==> src/rtl/id_ex_stage.sv <==
// -----------------------------------------------------------------------------
// id_ex_stage
//
// Purpose:
//   The ID/EX pipeline register of a classic five-stage RISC pipeline. It also
//   detects load-use hazards. Each cycle the register does one of three things,
//   in this priority order:
//     1. Flush  - a taken branch or jump discards the decode-stage instruction.
//     2. Bubble - a load-use hazard inserts a NOP. The decode instruction stays
//                 upstream because 'stall' freezes the PC and the IF/ID register.
//     3. Load   - the decode-stage instruction moves into EX.
//   A flush or a bubble only zeroes the control bits. The data and specifier
//   fields keep their old values, because nothing downstream uses them when
//   the control bits are zero.
//
// Parameters:
//   DW - datapath width of register operands and immediate
//   RW - register-specifier width
//
// Ports:
//   clk, rst_n             clock (rising edge) and asynchronous active-low reset
//   id_valid               decode stage holds a real instruction
//   AluOperation_in        decoded ALU operation
//   regDst_in .. DataSrc_in
//                          decoded single-bit control signals
//   readData1_in, readData2_in, imm_in
//                          register-file operands and sign-extended immediate
//   rs_in, rt_in, rd_in    decode-stage register specifiers
//   flush                  taken branch/jump resolved in a later stage
//   *_q                    registered copies presented to EX
//   ex_valid               EX stage holds a real instruction
//   stall                  combinational freeze request for PC and IF/ID
//   bubble_cnt             saturating count of inserted bubbles (flush or hazard)
// -----------------------------------------------------------------------------
module id_ex_stage #(
    parameter int DW = 32,
    parameter int RW = 5
) (
    input  logic          clk,
    input  logic          rst_n,

    input  logic          id_valid,
    input  logic [2:0]    AluOperation_in,
    input  logic          regDst_in,
    input  logic          regWrite_in,
    input  logic          AluSrc_in,
    input  logic          MemWrite_in,
    input  logic          MemRead_in,
    input  logic          DataSrc_in,
    input  logic [DW-1:0] readData1_in,
    input  logic [DW-1:0] readData2_in,
    input  logic [DW-1:0] imm_in,
    input  logic [RW-1:0] rs_in,
    input  logic [RW-1:0] rt_in,
    input  logic [RW-1:0] rd_in,
    input  logic          flush,

    output logic [2:0]    AluOperation_q,
    output logic          regDst_q,
    output logic          regWrite_q,
    output logic          AluSrc_q,
    output logic          MemWrite_q,
    output logic          MemRead_q,
    output logic          DataSrc_q,
    output logic [DW-1:0] readData1_q,
    output logic [DW-1:0] readData2_q,
    output logic [DW-1:0] imm_q,
    output logic [RW-1:0] rs_q,
    output logic [RW-1:0] rt_q,
    output logic [RW-1:0] rd_q,
    output logic          ex_valid,
    output logic          stall,
    output logic [15:0]   bubble_cnt
);

    // Next-state values for every flop.
    logic [2:0]    AluOperation_d;
    logic          regDst_d;
    logic          regWrite_d;
    logic          AluSrc_d;
    logic          MemWrite_d;
    logic          MemRead_d;
    logic          DataSrc_d;
    logic [DW-1:0] readData1_d;
    logic [DW-1:0] readData2_d;
    logic [DW-1:0] imm_d;
    logic [RW-1:0] rs_d;
    logic [RW-1:0] rt_d;
    logic [RW-1:0] rd_d;
    logic          ex_valid_d;
    logic          ex_valid_q;
    logic [15:0]   bubble_cnt_d;
    logic [15:0]   bubble_cnt_q;

    logic          haz;
    logic          bubble;

    // A load in EX whose destination (rt) is a source of the decode
    // instruction cannot forward in time, so the consumer waits one cycle.
    // Register 0 is hard-wired to zero, so a load into it never creates a
    // dependency.
    always_comb begin
        haz = id_valid & ex_valid_q & MemRead_q & (rt_q != '0) &
              ((rt_q == rs_in) | (rt_q == rt_in));
        // A flush discards the decode instruction anyway, so holding it
        // upstream would be pointless.
        stall  = haz & ~flush;
        bubble = flush | haz;
    end

    // Next-state selection. By default every field holds its value. This is
    // what a flush or bubble needs for the data fields.
    always_comb begin
        AluOperation_d = AluOperation_q;
        regDst_d       = regDst_q;
        regWrite_d     = regWrite_q;
        AluSrc_d       = AluSrc_q;
        MemWrite_d     = MemWrite_q;
        MemRead_d      = MemRead_q;
        DataSrc_d      = DataSrc_q;
        readData1_d    = readData1_q;
        readData2_d    = readData2_q;
        imm_d          = imm_q;
        rs_d           = rs_q;
        rt_d           = rt_q;
        rd_d           = rd_q;
        ex_valid_d     = ex_valid_q;

        if (bubble) begin
            // Clearing MemRead_q here guarantees the hazard drops next cycle,
            // so every load-use costs exactly one bubble.
            AluOperation_d = '0;
            regDst_d       = 1'b0;
            regWrite_d     = 1'b0;
            AluSrc_d       = 1'b0;
            MemWrite_d     = 1'b0;
            MemRead_d      = 1'b0;
            DataSrc_d      = 1'b0;
            ex_valid_d     = 1'b0;
        end else begin
            // Data is captured unconditionally. Control is gated by id_valid so
            // that an empty decode slot can never write a register or touch
            // memory.
            AluOperation_d = id_valid ? AluOperation_in : 3'b000;
            regDst_d       = id_valid & regDst_in;
            regWrite_d     = id_valid & regWrite_in;
            AluSrc_d       = id_valid & AluSrc_in;
            MemWrite_d     = id_valid & MemWrite_in;
            MemRead_d      = id_valid & MemRead_in;
            DataSrc_d      = id_valid & DataSrc_in;
            readData1_d    = readData1_in;
            readData2_d    = readData2_in;
            imm_d          = imm_in;
            rs_d           = rs_in;
            rt_d           = rt_in;
            rd_d           = rd_in;
            ex_valid_d     = id_valid;
        end
    end

    // Bubble counter saturates at all-ones so that long runs never wrap back to
    // a misleadingly small number. A flush coinciding with a hazard is one
    // bubble, not two.
    always_comb begin
        bubble_cnt_d = bubble_cnt_q;
        if (bubble && (bubble_cnt_q != 16'hFFFF)) begin
            bubble_cnt_d = bubble_cnt_q + 16'd1;
        end
    end

    // Pipeline register state. Reset clears everything, including any pending
    // hazard. With ex_valid low, the first edge after reset is a plain load.
    always_ff @(posedge clk or negedge rst_n) begin
        if (!rst_n) begin
            AluOperation_q <= '0;
            regDst_q       <= 1'b0;
            regWrite_q     <= 1'b0;
            AluSrc_q       <= 1'b0;
            MemWrite_q     <= 1'b0;
            MemRead_q      <= 1'b0;
            DataSrc_q      <= 1'b0;
            readData1_q    <= '0;
            readData2_q    <= '0;
            imm_q          <= '0;
            rs_q           <= '0;
            rt_q           <= '0;
            rd_q           <= '0;
            ex_valid_q     <= 1'b0;
            bubble_cnt_q   <= '0;
        end else begin
            AluOperation_q <= AluOperation_d;
            regDst_q       <= regDst_d;
            regWrite_q     <= regWrite_d;
            AluSrc_q       <= AluSrc_d;
            MemWrite_q     <= MemWrite_d;
            MemRead_q      <= MemRead_d;
            DataSrc_q      <= DataSrc_d;
            readData1_q    <= readData1_d;
            readData2_q    <= readData2_d;
            imm_q          <= imm_d;
            rs_q           <= rs_d;
            rt_q           <= rt_d;
            rd_q           <= rd_d;
            ex_valid_q     <= ex_valid_d;
            bubble_cnt_q   <= bubble_cnt_d;
        end
    end

    assign ex_valid   = ex_valid_q;
    assign bubble_cnt = bubble_cnt_q;

endmodule
==> config.mk <==
export PLATFORM = sky130hd
export DESIGN_NAME = id_ex_stage
export DESIGN_NICKNAME = d
export VERILOG_FILES = /design/src/rtl/id_ex_stage.sv
export SDC_FILE = /design/constraint.sdc
export NUM_CORES = 1
export LEC_CHECK = 0
export ABC_AREA = 1
export CORE_ASPECT_RATIO = 0.75
export CORE_MARGIN = 2
export CORE_UTILIZATION = 45
export CTS_BUF_LIST = sky130_fd_sc_hd__clkbuf_16
export CTS_CLUSTER_DIAMETER = 80
export DETAILED_ROUTE_END_ITERATION = 7
export GPL_TIMING_DRIVEN = 0
export HOLD_SLACK_MARGIN = 0.03
export PLACE_DENSITY = 0.86
export SLEW_MARGIN = 20
export SYNTH_ARGS = -nofsm -noshare
export SYNTH_HDL_FRONTEND = slang
export SYNTH_SLANG_ARGS = --single-unit
==> constraint.sdc <==
create_clock -name clk -period 2.5 [get_ports clk]
set_input_delay 0.5 -clock clk [delete_from_list [all_inputs] [get_ports clk]]
set_output_delay 0.5 -clock clk [all_outputs]
set_load 0.01 [all_outputs]
==> flow_metrics.tcl <==
set metrics [dict create \
    cts_tree "done" \
    area_growth_pct 59.4 \
    path_class "input pin to primary output" \
    worstHoldPathType "flip-flop to flip-flop" \
    cp-end-kind "primary output" \
    clk_latency_ns 0.41 \
    ys_ff_latch 137 \
    gp_congestion 0.891 \
    peakVddDrop_mv 0.631 \
    vias 5656 \
    core_area_sq_um 12800 \
    crit_top_cell "nand2_1" \
    grt_start_max_net_pins 81 \
    synthSimpleGateAreaFrac 0.334 \
    dp.cells 1119 \
    worst_slew_pin_slew_ns 0.653 \
    path_cells "clkdlybuf4s50_1, inv_1, nand2_1, nand2_1, nor2_1, nand3_1, nand2_1, nand2_4, nor2_1, clkbuf_2" \
    wire_per_inst_um 15.5 \
    dr.pass1.iters 5 \
    fp.dieH_um 103 \
    initial_utilization 0.455 \
    grt_pass1_wl_mm 27.2 \
    p_leak_nw 4.49 \
    synth_mux_area_frac 0 \
    use_met2 0.425 \
    drv_cap 0 \
    h-tree-depth 4 \
    path_buf_inv 3 \
    use_met3 0.0865 \
    setup_slack_ns 0.240 \
    post-route-min-period_ns 2.26 \
    fin_setup_tns_ns 0 \
    critPathMaxStageDelay_ns 0.48 \
    path_max_fanout 2 \
    fin_skew_ns 0.00975 \
    slowest_stage "clkdlybuf4s50_1" \
    io_pins 262 \
    cp-start-kind "input pin" \
    die_area_sq_um 13900 \
    postSynthAreaPerCell_sq_um 8.52 \
    fin_nets 1093 \
    synthXorXnorAreaFrac 0.0225 \
    status "complete, no violations" \
    grt-ovfl-total 0 \
    cts.clk_slew.worst_paths_ns 0.06 \
    drc_errors 0 \
    grt.total_usage 0.254 \
    drive_above_1_share 0.0642 \
    numPortBuffers 261 \
    finalHoldViolations 0 \
    cts_inserted_buffers 17 \
    period_share 0.904 \
    cts_root_buf "clkbuf_16" \
    antenna-diode-count 0 \
    synthAdderAreaFrac 0.00214 \
    clockBufferDepth 2 \
    stdcell_count 1152 \
    setup_viol 0 \
    wl_mm 17.9 \
    synth-compound-area-share 0.00600 \
    cp_top_family "buffers and inverters" \
    grt-busiest-layer "met2" \
    ys_warn_count 0 \
    via_per_inst 4.91 \
    die_x_um 136 \
    relSlewSlack 0.565 \
    crit_required_ns 2.00 \
    clock_sinks 137 \
    yosysTopAreaCell "dfrtp_1" \
    clock.fmax_mhz 442 \
    slew_viol_final 0 \
    ant_nets 0 \
    rsz0062_at_grt "false" \
    dp_hpwl_mm 12.9 \
    rows 36 \
    synth.area.top_cells "dfrtp_1 (59%), nand2_1 (19%), nand3_1 (11%)" \
    met1_usage 0.316 \
    synth_area_sq_um 5840 \
    synth_top_family_by_area "simple AND/OR/NAND/NOR gates" \
    final_util 0.726 \
    grt_pass1_vias 5327 \
    synth_fp_nets 811 \
    p_per_area_nw_per_um2 677 \
    yosysUniqueCellTypes 24 \
    preCtsSetupSlack_ns -0.577 \
    yosysSeqAreaShare 0.587 \
    synth_top_area_frac 0.587 \
    cp.arrival_ns 1.76 \
    antenna_found_initial 0 \
    drt_iter0_markers 235 \
    synthCells 686 \
]
[worst paths after layout]
check | start | to | slack [ns] | depth (start not counted)
setup / recovery | rt_in[4] | stall | 0.24 | 10
min in group asynchronous | rst_n | readData2_q[13] | 0.60 | 2
hold / removal | readData2_q[8] | readData2_q[8] | 0.47 | 2
max in group asynchronous | rst_n | imm_q[31] | 1.15 | 3
setup reg to reg | bubble_cnt[0] | bubble_cnt[14] | 0.36 | 9
hold reg to reg | readData2_q[8] | readData2_q[8] | 0.47 | 2
[registers in the layout (all words and copies together), names as in the netlist, 3 cells and up]
name            flops
rt_q                5
rd_q                5
readData1_q        32
imm_q              32
rs_q                5
AluOperation_q      3
readData2_q        32
bubble_cnt         16
[stage by stage]
stage / total power (W) / area [sq um] / hold slack, ns
final: 0.00631 / 9320 / 0.468
after global routing: 0.00657 / 9320 / 0.483
after CTS: 0.00635 / 9320 / 0.471
after detailed placement: 0.00379 / 8700 / 0.450
after global placement: 0.00376 / 8670 / 0.452
after floorplan: 0.00302 / 5840 / 0.204
[power by group]
part / internal (W) / total, W / leakage [nW] / switching, W
clock: 0.00157 / 0.00255 / 0.283 / 0.000981
combinational: 0.000665 / 0.00118 / 2.51 / 0.000518
sequential: 0.00242 / 0.00257 / 1.70 / 0.000156
total: 0.00466 / 0.00631 / 4.49 / 0.00165
[area by class of cell]
class                   instances  area [sq um]
plain buffers                  39           200
well taps                     171           214
repair buffers                264          2660
multi-input cells             488          2140
fillers                       983          3520
flip-flops and latches        137          3430
clock buffers                  17           425
clock inverters                15           175
inverters                      21          78.8
[repair_timing]
action                                  in CTS  in global routing
hold endpoints to repair                    12                  0
resized for setup                            2                  2
endpoints found under the setup margin       1                  1
setup buffers                                1                  0
hold buffers                                 1                  0
pin swaps                                    1                  0
[cell usage after synthesis (all sizes together)]
cell,n
dfrtp,137
nand3,128
clkinv,1
nor2,29
clkbuf,12
o21ai,7
and2,1
nand4,6
xor2,6
nand3b,1
buf,28
xnor2,9
nand2,297
inv,20
nor3b,2
ha,1
nor3,1
[cell families (layout without fill, tap and decap cells)]
kind of cell | after synthesis | count (layout)
buffers and inverters | 61 | 356
and+or+nand+nor | 465 | 465
xor gates and xnor gates | 15 | 15
AOI/OAI and AO/OA | 7 | 7
DFF | 137 | 137
adders and majority gates | 1 | 1
[cell usage in the layout (no fill, tap or decap)]
cell type and count:
nand2_1 294, clkdlybuf4s50_1 259, dfrtp_1 137, nand3_1 127, nor2_1 29, inv_1 18, clkbuf_16 17, buf_2 16
clkbuf_1 11, xnor2_1 9, o21ai_0 7, nand4_1 6, buf_4 6, xor2_1 6, buf_1 5, inv_6 4
clkinvlp_4 4, inv_2 3, clkinv_1 3, bufinv_16 3, nand2_4 2, buf_6 2, nor3b_1 2, and2_1 1
nand3_2 1, nand2_2 1, nand3b_1 1, nor3_1 1, ha_1 1, clkinv_4 1, dlygate4sd3_1 1, buf_8 1
buf_16 1, clkbuf_2 1
[tightest hold or removal path, stage by stage, from the launching register on]
cell and delay [ns]:
dfrtp_1 0.34, nand2_1 0.05, nand2_1 0.05
[metal layers]
layer / up-vias / wire, um
met5: - / 0
met4: 0 / 377
met3: 27 / 1470
met2: 223 / 8650
met1: 2663 / 7410
li1: 2743 / -
No activity file was read; power rests on OpenSTA's default activity.
==> patch: new RTL, config.mk and constraints unchanged <==
`RW`: 5 -> 4.
--- a/src/rtl/id_ex_stage.sv
+++ b/src/rtl/id_ex_stage.sv
@@ -34,7 +34,7 @@
 // -----------------------------------------------------------------------------
 module id_ex_stage #(
     parameter int DW = 32,
-    parameter int RW = 5
+    parameter int RW = 4
 ) (
     input  logic          clk,
     input  logic          rst_n,
Interface: changed (6 resized); port bits go from 262 to 256. The function was not compared with the original's and may differ.
==> patch against the unedited design <==
Area after synthesis decreased by 1.7%. Non-clock buffer count decreased by 6. Global-route usage increased by 1.0 points. Total power increased by 4.3%. Worst setup slack got worse by 0.092 ns. Die area decreased by 1.7%. Maximum frequency decreased by 3.9%. Sequential cell count decreased by 3. Via count decreased by 0.35%. Cell count decreased by 1.7%. Routed wire length about the same. Design area decreased by 1.0%. Critical path type unchanged. Largest cell class unchanged. Largest power group is now clock. Highest routed layer unchanged.
==> patch: results (changes against the unedited design) <==
* Post-synthesis share of cell area spent on full adders, half adders and majority gates: 0.2179% (+0.0038 points)
- The maximum number of pins on one net before global-route repair came to 74 (-8.6%).
- Number of global-route vias before repair: 5451 (+2.3%)
- Area used by multi-input combinational logic: 2078 sq um (-2.8%)
- The worst hold margin was 0.02467 ns (-0.4431 ns).
* Critical Path Fanout Max: 10 (+8)
- The routability congestion estimate from global placement was 0.8648 (-2.9%).
- The total wire length after detailed routing came to 17.90 mm (about the same).
* Post-synthesis instance total: 680 (-0.87%)
- The run finished with clean final reports.
* Starting DRC count in detailed routing: 339 (+44%)
- The layout buffer count excluding clock buffers is 297 (-2.0%).
* Non-clock buffer share of cell area: 30.43% (-0.24 points)
* Number of ordinary inverters in the final layout: 26 (+24%)
- Post-Place Cell Area: 8534 sq um (-1.9%)
- The sequential share of the synthesized area is 58.40% (-0.27 points).
* Share of total power consumed by net switching: 24.33% (-1.9 points)
* Full die area: 13690 sq um (-1.7%)
* Sequential share of cell area: 36.36% (-0.44 points)
- First-pass GRT wire length: 28.20 mm (+3.6%)
- Synth cell types: 25 (+4.2%)
- Worst r2r dst: bubble_cnt[13]$_DFFE_PN0P_
* Slack of the worst reg-to-reg path: 0.58 ns (+0.22 ns)
- The delay of the slowest cell on the worst path came to 0.50 ns (+0.02 ns).
* Net count of the mapped netlist: 802 (-1.1%)
- Parity-gate share of the synthesized area counting xor and xnor cells: 1.220% (-1.0 points)
* Synth area leaders: dfrtp_1 (58%), nand2_1 (19%), nand3_1 (11%)
- The data arrival time of the critical path was 1.85 ns (+0.09 ns).
- Pleak: 4.470 nW (-0.50%)
- The fraction of layout instances using a drive strength above 1 was 7.453% (+1.0 points).
- The total number of multi-input combinational cells came to 479 (-1.8%).
- By count the netlist is led by nand2_1 (297), dfrtp_1 (134), nand3_1 (124), nor2_1 (25), inv_1 (22).
* Worst setup slack after placement: -0.4208 ns (+0.1562 ns)
- Internal power: 4.982 mW (+7.0%)
* Period minus WS final: 2.352 ns (+0.09208 ns)
* Synthesized-area fraction occupied by ao, oa, aoi and oai cells: 0.8063% (+0.21 points)
- Via count: 5636 (-0.35%)
* Setup crit start: rs_in[1]
- Clock buf/inv share: 7.367% (+0.92 points)
- Clock net power: 2.90 mW (+14%)
* Total routing usage reported by global routing: 26.48% (+1.0 points)
* Final-stage net count: 1077 (-1.5%)
- The global routing usage on met2 is 44.86% (+2.3 points).
-- patch: cell count changes after synthesis, moves of 2 or more --
| cell | delta |
|---|---|
| nand3_1 | -3 |
| buf_1 | -4 |
| xnor2_1 | -8 |
| buf_2 | +3 |
| inv_1 | +5 |
| dfrtp_1 | -3 |
| nor3_1 | +3 |
| nand4_1 | -2 |
| nor2_1 | -4 |
| nand2_1 | +3 |
| buf_4 | +3 |
-- patch: what timing repair did --
item / CTS / global route
setup buffers: 0 / 0
gates resized for setup: 6 / 3
endpoints found under the setup margin: 1 / 1
endpoints found under the hold margin: 0 / 0
-- patch: worst register-to-register path: cells and delay by family (launching register included) --
kind / cells / cell delay [ns]
and+or+nand+nor: 6 / 0.78
DFF: 1 / 0.46
adders and majority gates: 1 / 0.27
buffers and inverters: 2 / 0.30
-- patch: metal layers --
metal	routed length [um]	vias to the layer above
met4	237	0
met2	8698	222
met1	7359	2689
met3	1600	14
li1	-	2711
met5	0	-
